File: src/rtl/captura_trama_ps2.sv
`default_nettype none
// ============================================================================
//  Module   : captura_trama_ps2
//  Purpose  : Arms on START_CODE, collects N_DIGITS decimal make-codes from
//             the PS/2 receiver byte stream, and publishes BCD digits plus a
//             saturated binary value. Filters break/extended prefixes,
//             restarts on START_CODE, aborts on bad codes or inter-byte
//             timeout.
//  Revision : 1.0 - initial release
// ============================================================================
module captura_trama_ps2 #(
  parameter int          N_DIGITS    = 2,
  parameter logic [7:0]  START_CODE  = 8'h5A,
  parameter int          VAL_W       = 7,
  parameter int          TIMEOUT_CYC = 50000000
) (
  input  logic                  clk,
  input  logic                  rst,
  input  logic [7:0]            dato,
  input  logic                  tick,
  output logic [4*N_DIGITS-1:0] digits_bcd,
  output logic [VAL_W-1:0]      value,
  output logic                  value_sat,
  output logic                  frame_valid,
  output logic                  frame_err,
  output logic                  busy
);

  localparam int BCD_W = 4 * N_DIGITS;
  localparam int CNT_W = $clog2(N_DIGITS + 1);
  localparam int TO_W  = (TIMEOUT_CYC > 2) ? $clog2(TIMEOUT_CYC) : 1;
  localparam int EXT_W = VAL_W + 5;

  localparam logic [EXT_W-1:0] VAL_MAX    = {{5{1'b0}}, {VAL_W{1'b1}}};
  localparam logic [CNT_W-1:0] LAST_DIGIT = CNT_W'(N_DIGITS - 1);
  // Counter value one cycle before the abort: the abort is registered on the
  // edge where the count would reach TIMEOUT_CYC-1.
  localparam logic [TO_W-1:0]  TO_LAST    = (TIMEOUT_CYC >= 2) ? TO_W'(TIMEOUT_CYC - 2) : '0;

  localparam logic [7:0] CODE_EXT   = 8'hE0;
  localparam logic [7:0] CODE_BREAK = 8'hF0;

  typedef enum logic [0:0] {
    IDLE  = 1'b0,
    ARMED = 1'b1
  } state_t;

  state_t           state;
  logic             skip;
  logic [CNT_W-1:0] count;
  logic [VAL_W-1:0] acc;
  logic             sat;
  logic [BCD_W-1:0] shadow;
  logic [TO_W-1:0]  to_cnt;

  logic             is_digit;
  logic [3:0]       digit;
  logic [EXT_W-1:0] acc_ext;
  logic [VAL_W-1:0] acc_next;
  logic             sat_next;
  logic [BCD_W-1:0] shadow_next;
  logic             timeout_hit;

  // Make-code to decimal digit lookup
  always_comb begin
    is_digit = 1'b1;
    digit    = 4'd0;
    case (dato)
      8'h45:   digit = 4'd0;
      8'h16:   digit = 4'd1;
      8'h1E:   digit = 4'd2;
      8'h26:   digit = 4'd3;
      8'h25:   digit = 4'd4;
      8'h2E:   digit = 4'd5;
      8'h36:   digit = 4'd6;
      8'h3D:   digit = 4'd7;
      8'h3E:   digit = 4'd8;
      8'h46:   digit = 4'd9;
      default: is_digit = 1'b0;
    endcase
  end

  // Next accumulator/shadow values if the current byte is accepted as a digit
  always_comb begin
    acc_ext          = ({{5{1'b0}}, acc} * EXT_W'(10)) + EXT_W'(digit);
    acc_next         = acc_ext[VAL_W-1:0];
    sat_next         = sat;
    if (sat || (acc_ext > VAL_MAX)) begin
      acc_next = {VAL_W{1'b1}};
      sat_next = 1'b1;
    end
    shadow_next      = shadow << 4;
    shadow_next[3:0] = digit;
  end

  // A zero TIMEOUT_CYC disables the abort entirely
  always_comb begin
    timeout_hit = 1'b0;
    if (TIMEOUT_CYC == 1)
      timeout_hit = 1'b1;
    else if (TIMEOUT_CYC >= 2)
      timeout_hit = (to_cnt == TO_LAST);
  end

  assign busy = (state == ARMED);

  // Capture FSM: prefix filter first, then IDLE/ARMED handling and timeout
  always_ff @(posedge clk) begin
    if (rst) begin
      state       <= IDLE;
      skip        <= 1'b0;
      count       <= '0;
      acc         <= '0;
      sat         <= 1'b0;
      shadow      <= '0;
      to_cnt      <= '0;
      digits_bcd  <= '0;
      value       <= '0;
      value_sat   <= 1'b0;
      frame_valid <= 1'b0;
      frame_err   <= 1'b0;
    end else begin
      frame_valid <= 1'b0;
      frame_err   <= 1'b0;
      if (tick) begin
        to_cnt <= '0;
        if (skip) begin
          // Byte following a prefix is discarded; a repeated F0 keeps skipping
          if (dato != CODE_BREAK)
            skip <= 1'b0;
        end else if ((dato == CODE_EXT) || (dato == CODE_BREAK)) begin
          skip <= 1'b1;
        end else if (state == IDLE) begin
          if (dato == START_CODE) begin
            state  <= ARMED;
            count  <= '0;
            acc    <= '0;
            sat    <= 1'b0;
            shadow <= '0;
          end
        end else begin
          if (dato == START_CODE) begin
            count  <= '0;
            acc    <= '0;
            sat    <= 1'b0;
            shadow <= '0;
          end else if (is_digit) begin
            shadow <= shadow_next;
            acc    <= acc_next;
            sat    <= sat_next;
            count  <= count + 1'b1;
            if (count == LAST_DIGIT) begin
              digits_bcd  <= shadow_next;
              value       <= acc_next;
              value_sat   <= sat_next;
              frame_valid <= 1'b1;
              state       <= IDLE;
              count       <= '0;
            end
          end else begin
            frame_err <= 1'b1;
            state     <= IDLE;
            count     <= '0;
          end
        end
      end else if (state == ARMED) begin
        if (timeout_hit) begin
          frame_err <= 1'b1;
          state     <= IDLE;
          count     <= '0;
          to_cnt    <= '0;
        end else begin
          to_cnt <= to_cnt + 1'b1;
        end
      end else begin
        to_cnt <= '0;
      end
    end
  end

endmodule
`default_nettype wire
File: config.mk
export PLATFORM = sky130hd
export DESIGN_NAME = captura_trama_ps2
export DESIGN_NICKNAME = d
export VERILOG_FILES = /design/src/rtl/captura_trama_ps2.sv
export SDC_FILE = /design/constraint.sdc
export NUM_CORES = 1
export LEC_CHECK = 0
export BUFFER_PORTS_ARGS = -buffer_cell sky130_fd_sc_hd__buf_2
export CAP_MARGIN = 20
export CORE_AREA = 2 2 93 95
export DETAILED_ROUTE_END_ITERATION = 12
export DIE_AREA = 0 0 95 97
export PLACE_DENSITY_LB_ADDON = 0.2
export SLEW_MARGIN = 10
export SYNTH_ARGS = -nofsm -noshare
export SYNTH_HDL_FRONTEND = slang
export SYNTH_SLANG_ARGS = --single-unit
File: constraint.sdc
create_clock -name clk -period 9.1 [get_ports clk]
set_input_delay 0.455 -clock clk [delete_from_list [all_inputs] [get_ports clk]]
set_output_delay 0.455 -clock clk [all_outputs]
set_load 0.02 [all_outputs]
# ---- After elaboration in Yosys (flattened, before gate mapping)
# Index checks and enable logic that the tools add are counted.
dict set report word_totals {
  register_bits 60
}
dict set report classes {
  add_sub_neg 3
  mul 1
  n_lt_le_gt_ge 1
  eq_ne 18
  n_mux 48
  bitwise_logic 6
  n_reduce_logical 14
}
# op n
set op_table {}
lappend op_table {{equality test 8 x 6 -> 1 bit (second input constant)} 6}
lappend op_table {{one-hot mux 4 bit (9 select lines)} 1}
lappend op_table {{2-to-1 mux 7 bit} 5}
lappend op_table {{2-to-1 mux 1 bit} 28}
lappend op_table {{adder 26 x 1 -> 26 bit (second input constant)} 1}
lappend op_table {{equality test 26 bit (second input constant)} 1}
lappend op_table {{equality test 8 x 7 -> 1 bit (second input constant)} 3}
lappend op_table {{2-to-1 mux 2 bit} 10}
lappend op_table {{equality test 8 x 5 -> 1 bit (second input constant)} 2}
lappend op_table {{equality test 8 bit (second input constant)} 2}
lappend op_table {{2-to-1 mux 4 bit} 4}
lappend op_table {{adder 11 x 4 -> 12 bit} 1}
lappend op_table {{> comparator 12 x 7 -> 1 bit (second input constant)} 1}
lappend op_table {{multiplier 7 x 3 -> 10 bit (second input constant)} 1}
lappend op_table {{AND reduction 5 bit} 2}
lappend op_table {{OR reduction 10 bit} 1}
lappend op_table {{inequality test 8 bit (second input constant)} 1}
lappend op_table {{nonzero test 2 bit} 4}
lappend op_table {{AND reduction 7 bit} 1}
lappend op_table {{OR reduction 7 bit} 1}
lappend op_table {{NOT 1 bit} 6}
lappend op_table {{inequality test 2 bit (second input constant)} 2}
lappend op_table {{nonzero test 4 bit} 1}
lappend op_table {{OR reduction 4 bit} 1}
lappend op_table {{other kinds (4)} 5}

# ---- Logic depth before layout (Yosys ltp)
# Gate-level depths: netlist (run 1).
dict set report logic_depth {
  ltp_word 9
  mapped_depth 11
  mapped_depth_nobuf 10
}

# ---- Least setup slack after synthesis (run 1)
# No wires, ideal clock.
dict set report synth_path {
  path_kind {input -> register}
  start {in dato[3]}
  end {reg acc[4]}
  setup_time_ns 0.128
  arrival_ns 3.065
  required_time_ns 8.972
  slack_ns 5.907
  cell_stages 11
  path_buffers 1
  cell_sequence {buf_2 > nor3b_1 > nor3_1 > a2111oi_0 > ha_1 > fa_1 > o211ai_1 > a31oi_1 > or4b_4 > nand3_4 > o211ai_1}
}
dict set report synth_between {
  elab_chain_len 9
}
# item line
set synth_lines {}
lappend synth_lines {{start, declared} 19} ;# input logic [7:0] dato,
lappend synth_lines {{equality test 8 x 7 -> 1 bit (tied with other cells)} 68} ;# case (dato)
lappend synth_lines {{one-hot mux 4 bit (9 select lines) *} 68}
lappend synth_lines {{via digit[1]} 57} ;# logic [3:0] digit;
lappend synth_lines {{adder 11 x 4 -> 12 bit *} 85} ;# acc_ext = ({{5{1'b0}}, acc} * EXT_W'(10)) + EXT_W'(digit);
lappend synth_lines {{> comparator 12 x 7 -> 1 bit} 88} ;# if (sat || (acc_ext > VAL_MAX)) begin
lappend synth_lines {{logical OR 1 bit} 88}
lappend synth_lines {{2-to-1 mux 7 bit *} 88}
lappend synth_lines {{2-to-1 mux 7 bit *} 147} ;# end else if (is_digit) begin
lappend synth_lines {{2-to-1 mux 7 bit *} 142} ;# if (dato == START_CODE) begin
lappend synth_lines {{2-to-1 mux 7 bit *} 133} ;# end else if (state == IDLE) begin
lappend synth_lines {{end signal, assigned} 149} ;# acc <= acc_next;
lappend synth_lines {{end, declared} 51} ;# logic [VAL_W-1:0] acc;
# The timed path passes the listed nets; every way through them passes the cells marked *. The select of a mux whose other input is x is not followed.
# A chain may end at the register's enable or synchronous reset.

# ---- Final worst setup path (run 1)
dict set report layout_path {
  start {in dato[4]}
  end {reg value[6]}
}
dict set report layout_between {
  elab_chain_len 6
}
# item line
set layout_lines {}
lappend layout_lines {{equality test 8 x 7 -> 1 bit (tied with other cells)} 68}
lappend layout_lines {{one-hot mux 4 bit (9 select lines) *} 68}
lappend layout_lines {{via digit[2]} 57}
lappend layout_lines {{adder 11 x 4 -> 12 bit *} 85}
lappend layout_lines {{> comparator 12 x 7 -> 1 bit} 88}
lappend layout_lines {{logical OR 1 bit} 88}
lappend layout_lines {{2-to-1 mux 7 bit *} 88}
lappend layout_lines {{end signal, assigned} 154} ;# value <= acc_next;
lappend layout_lines {{end, declared} 22} ;# output logic [VAL_W-1:0] value,
# The timed path passes the listed nets; every way through them passes the cells marked *.

==> results of run 1 <==
==> logic make-up (layout without fill, tap and decap cells) <==
logic type	Yosys count	count (layout)
multiplexers	1	1
buffers and inverters	19	49
XOR/XNOR	31	31
flip-flops	60	60
AND/OR/NAND/NOR	169	169
adder cells (fa/ha/maj)	17	17
AO/OA/AOI/OAI	67	67
==> worst min-delay path, delay by kind of cell (launching register included) <==
family | cells | cell delay (ps)
simple gates | 1 | 50
flops | 1 | 300
compound gates | 1 | 50
==> synthesized netlist by cell type (3+ instances only) <==
master | number | area [µm²]
clkbuf_1 | 3 | 11.3
nor4_1 | 3 | 18.8
o211ai_1 | 7 | 52.6
nand2_1 | 44 | 165
xor2_1 | 20 | 175
buf_4 | 3 | 22.5
a21oi_1 | 23 | 115
and3_1 | 7 | 43.8
o21bai_1 | 5 | 37.5
nor2_1 | 38 | 143
buf_2 | 9 | 45.0
xnor2_1 | 11 | 96.3
a31oi_1 | 6 | 37.5
a211oi_1 | 6 | 45.0
dfxtp_1 | 60 | 1200
nor2b_1 | 8 | 50.1
o21ai_0 | 7 | 35.0
o2111ai_1 | 3 | 26.3
and2_1 | 4 | 25.0
nand4_1 | 5 | 31.3
ha_1 | 14 | 175
nand3_1 | 18 | 90.1
nand2b_1 | 6 | 37.5
nor3b_1 | 5 | 37.5
inv_1 | 3 | 11.3
==> worst max path at each step <==
stage                    end  slack [ps]
floorplan             acc[4]        5910
global placement    value[6]        5380
detailed placement  value[6]        5280
CTS                 value[6]        5640
global route        value[5]        5680
finish              value[6]        5980
==> routing by layer <==
metal / share of wire / wire length, µm / up-vias / track usage
met3: 0.030 / 202 / 11 / 0.0475
met5: 0 / 0 / - / 0
met1: 0.47 / 3150 / 1182 / 0.194
li1: - / - / 1356 / -
met2: 0.48 / 3200 / 37 / 0.255
met4: 0.018 / 123 / 0 / 0.0680
==> power by group <==
group,switching (mW),internal [mW],total (mW)
clock network,0.102,0.160,0.262
registers,0.000747,0.263,0.264
logic,0.0147,0.00788,0.0226
total,0.117,0.431,0.548
==> stage by stage <==
stage                     area [µm²]  power, mW  setup WS [ps]  std cells
final                           3620      0.548           5980        499
after global routing            3620      0.570           5680        499
after CTS                       3610      0.556           5640        498
after detailed placement        3390      0.292           5280        482
after global placement          3390      0.292           5380        482
after floorplan                 3210      0.286           5910        364
==> placed cells by master (no fill, tap or decap), types with 3 or more instances in the layout <==
master and instances:
a211oi_1 6, a31oi_1 6, o21ai_0 7, clkinv_2 3
nor2b_1 8, ha_1 14, o21bai_1 5, xnor2_1 11
nor4_1 3, xor2_1 20, nor3b_1 5, o211ai_1 7
nand3_1 18, and3_1 7, nand4_1 5, dfxtp_1 60
nand2b_1 6, nor2_1 38, nand2_1 44, a21oi_1 23
and2_1 4, o2111ai_1 3, clkbuf_8 10, buf_2 29
inv_1 3
==> cell type report <==
class | count | area [µm²] | share of cell area
clock buffers | 11 | 141 | 0.0390
repair buffers | 30 | 158 | 0.0435
clock inverters | 5 | 75.1 | 0.0207
multi-input cells | 285 | 1910 | 0.526
inverters | 3 | 11.3 | 0.00311
well taps | 105 | 131 | 0.0363
flip-flops and latches | 60 | 1200 | 0.331
==> registers in the layout, summed over array words and instances (netlist names), 2 cells and up <==
signal	flops
digits_bcd	8
count	2
acc	7
shadow	4
value	7
to_cnt	26
==> results.json, run 1 <==
{
  "synth-edff-count": 0,
  "cpMaxStageDelayCell": "nor4_1",
  "post_cts_buffers": 0,
  "finalHoldViolCount": 0,
  "ys_warn_count": 0,
  "routabilityCongestion": 0.886,
  "fin_crit_ps": 3120,
  "drtPass1Iterations": 4,
  "dieArea_um2": 9220,
  "arrival_ps": 3310,
  "outcome": "finished clean",
  "hold_path_class": "register to register",
  "vias_per_cell": 5.18,
  "worstSkewPairLatency_ps": 340,
  "slowest_delay_ps": 610,
  "grt-ovfl-total": 0,
  "synth_compound_area_frac": 0.136,
  "n_antenna_cell": 0,
  "fin_util": 0.445,
  "drt_iter0_drc": 139,
  "syn_area_per_cell_um2": 8.81,
  "num_vias": 2586,
  "htreeDepth": 3,
  "portBuffers": 29,
  "async_reset_ff_frac": 0,
  "crit_path_start": "dato[4]",
  "cap_viol_max_count": 0,
  "ff2ff_setup_slack_ps": 6300,
  "nets": 416,
  "ir_drop_uv": 112,
  "cp_num_buf_inv": 1,
  "cp.required_ps": 9290,
  "hold_buffers": 0,
  "initial_utilization": 0.394,
  "grt_pass1_wl_um": 11700,
  "whs_endpoint": "digits_bcd[6]",
  "ys.flop_type": "dfxtp_1",
  "reg2reg_from": "acc[1]",
  "io_pins": 30,
  "grt_antenna_before_repair": 0,
  "synthSimpleGateAreaFrac": 0.300,
  "cts_inserted_buffers": 9,
  "skew_ps": 7.44,
  "worst_pin_slew_ps": 878,
  "synthCells": 364,
  "drc_errors": 0,
  "cts_resized": 0,
  "hold_slack_ps": 450,
  "grt_pass1_vias": 2477,
  "synth_seq_cells": 60,
  "drive_gt1_frac": 0.157,
  "syn-cell-area_um2": 3210,
  "root_buffer": "clkbuf_8",
  "die_w_um": 95,
  "placementRows": 33,
  "track_usage": 0.158,
  "routed_wl_um": 6670,
  "min_period_over_period": 0.343,
  "cellPowerDensity_nw_per_um2": 151,
  "path_class": "primary input to register",
  "wl_per_cell_um": 13.4,
  "synth-xor-area-share": 0.0846,
  "path_depth": 11,
  "worstHoldStart": "digits_bcd[6]",
  "ff2ff_path_depth": 9,
  "synth_top_family_by_area": "simple AND/OR/NAND/NOR gates",
  "ant_nets": 0,
  "finalSetupViolations": 0,
  "fp.dieH_um": 97,
  "cp_max_fo": 11,
  "clk_pin_slew_ps": 70,
  "area_growth_pct": 12.9,
  "synth_fa_ha_area_frac": 0.0706,
  "start_kind": "primary input",
  "leakage_nw": 1.42,
  "reg2reg_to": "value[6]",
  "cts_sinks": 60,
  "grt_max_degree": 32,
  "fmax_ghz": 0.320,
  "setup_tns_ps": 0,
  "hold_depth": 2,
  "synth_cell_type_count": 59,
  "core-area_um2": 8130,
  "synth.area.mux_share": 0.00312,
  "maxSlewHeadroom": 0.407,
  "cts.path.max_buffers": 2,
  "rsz0062_at_grt": "false",
  "critical_path.top_delay_family": "simple AND/OR/NAND/NOR gates",
  "seq_area_frac_synth": 0.374,
  "fillCellCount": 821,
  "slew_violations": 0,
  "crit_chain": "buf_2, xnor2_1, nor3b_1, a21oi_1, nor4_1, ha_1, a21o_1, maj3_2, or4b_4, nand2_4, a31oi_1",
  "synth_fp_nets": 391,
  "dp_hpwl_um": 4830,
  "end_kind": "register",
  "cts_tree": "done"
}
Note: power is estimated with default switching activity, not from simulation.
==> inputs of run 2 (changes only) <==
Clock period 9.1 ns to 3 ns, I/O delays scaled along.
==> run 2 against run 1 <==
Sequential power increased to 3.0 times the previous value; largest power group unchanged; largest cell class unchanged; via count increased by 2.9%; clock power increased by 130%.
==> results.json, run 2 (synthesized netlist as in run 1, its figures left out) <==
{
  "finalSetupViolations": 0,
  "vias_per_cell": 5.26,
  "slew_violations": 0,
  "dpl_cell_area_um2": 3450,
  "cellPowerDensity_nw_per_um2": 410,
  "drc_errors": 0,
  "ant_nets": 0,
  "cts_sinks": 60,
  "wl_per_cell_um": 13.5,
  "rsz0062_at_grt": "false",
  "root_buffer": "clkbuf_8",
  "io_pins": 30,
  "grt_max_degree": 32,
  "regMostFlops": "to_cnt",
  "cp_num_buf_inv": 0,
  "start_kind": "register",
  "drive_gt1_frac": 0.167,
  "path_depth": 9,
  "largest_reg_flops": 26,
  "grt-ovfl-total": 0,
  "stdcell_area_um2": 3620,
  "reg2reg_from": "acc[1]",
  "dp_hpwl_um": 5020,
  "clk_pin_slew_ps": 60,
  "num_vias": 2661,
  "use_met1": 0.184,
  "die_w_um": 95,
  "area_growth_pct": 12.8,
  "grtUsageMet2": 0.268,
  "end_kind": "register",
  "grt.busiest_layer": "met2",
  "fp.dieH_um": 97,
  "min_period_over_period": 0.945,
  "htreeDepth": 3,
  "arrival_ps": 3010,
  "cp.required_ps": 3170,
  "setup_tns_ps": 0,
  "ir_drop_uv": 224,
  "cts.path.max_buffers": 2,
  "placementRows": 33,
  "reg2reg_to": "value[3]",
  "post_cts_buffers": 0,
  "routabilityCongestion": 0.889,
  "ff2ff_path_depth": 9,
  "portBuffers": 29,
  "initial_utilization": 0.394,
  "finalHoldViolCount": 0,
  "critical_path.top_delay_family": "adder cells",
  "final_common_cell": "dfxtp_1",
  "cts_tree": "done",
  "outcome": "finished clean",
  "drt_iter0_drc": 147,
  "worstSkewPairLatency_ps": 330,
  "endpoint": "value[3]",
  "maxSlewHeadroom": 0.409,
  "cap_viol_max_count": 0,
  "path_class": "register to register",
  "fmax_ghz": 0.353,
  "grtUsageMet3": 0.0514,
  "cts_resized": 0,
  "crit_path_start": "acc[1]",
  "core-area_um2": 8130,
  "dieArea_um2": 9220,
  "hold_path_class": "primary input to register",
  "ff2ff_setup_slack_ps": 160,
  "cp_max_fo": 8,
  "worst_pin_slew_ps": 875,
  "cpMaxStageDelayCell": "or4b_4",
  "final_cell_mix": "dfxtp_1 (60), nand2_1 (44), nor2_1 (38), buf_2 (29), a21oi_1 (23)",
  "grt_pass1_wl_um": 11700,
  "grt_antenna_before_repair": 0,
  "fillCellCount": 847,
  "skew_ps": 5.48,
  "routed_wl_um": 6820,
  "crit_chain": "ha_1, ha_1, fa_1, xor2_1, nand3_1, a31oi_1, or4b_4, nand2_4, a31oi_1",
  "n_antenna_cell": 0,
  "reg_top3": "to_cnt: 26 flops, digits_bcd: 8 flops",
  "cts_inserted_buffers": 9,
  "leakage_nw": 1.41,
  "nets": 423,
  "fin_crit_ps": 2840,
  "grt_pass1_vias": 2589,
  "track_usage": 0.159,
  "hold_buffers": 0,
  "drtPass1Iterations": 4,
  "fin_util": 0.445,
  "slowest_delay_ps": 530
}
-- run 2: worst min-delay path by stage --
stage,from,to,slack [ps],depth (start not counted)
6_report,tick,count[1],180,3
4_1_cts,tick,busy,160,3
3_5_place_dp,sat,sat,440,2
3_3_place_gp,count[1],count[1],440,2
2_1_floorplan,tick,busy,320,2
5_1_grt,tick,count[1],200,3
-- run 2: per-layer routing --
| layer | vias up | wire length, µm |
|---|---|---|
| met5 | - | 0 |
| met4 | 0 | 123 |
| met3 | 10 | 236 |
| met2 | 35 | 3380 |
| met1 | 1255 | 3080 |
| li1 | 1361 | - |
-- run 2: worst min-delay path, stage by stage --
cell and delay, ps:
buf_2 150, nand3_1 100, a21oi_1 60
-- run 2: layout make-up --
type / count / area, µm² / share of cell area
Timing Repair Buffer: 37 / 205 / 0.0567
Clock buffer: 14 / 153 / 0.0422
Tap cell: 105 / 131 / 0.0363
Sequential cell: 60 / 1200 / 0.332
Multi-Input combinational cell: 285 / 1910 / 0.527
Inverter: 3 / 11.3 / 0.00311
Clock inverter: 2 / 10.0 / 0.00277
-- run 2: stage by stage --
step	total power, mW	setup WS, ps	instances	hold WS, ps
2_1_floorplan	0.868	112	364	317
3_3_place_gp	0.890	112	490	439
3_5_place_dp	0.891	18.6	490	440
4_1_cts	1.51	155	506	158
5_1_grt	1.55	23.7	506	198
6_report	1.48	164	506	178
-- run 2: power by group --
part           internal, mW  leakage, nW  switching [mW]
Sequential            0.798        0.483         0.00207
Combinational        0.0279        0.842          0.0461
Clock                 0.321       0.0844           0.288
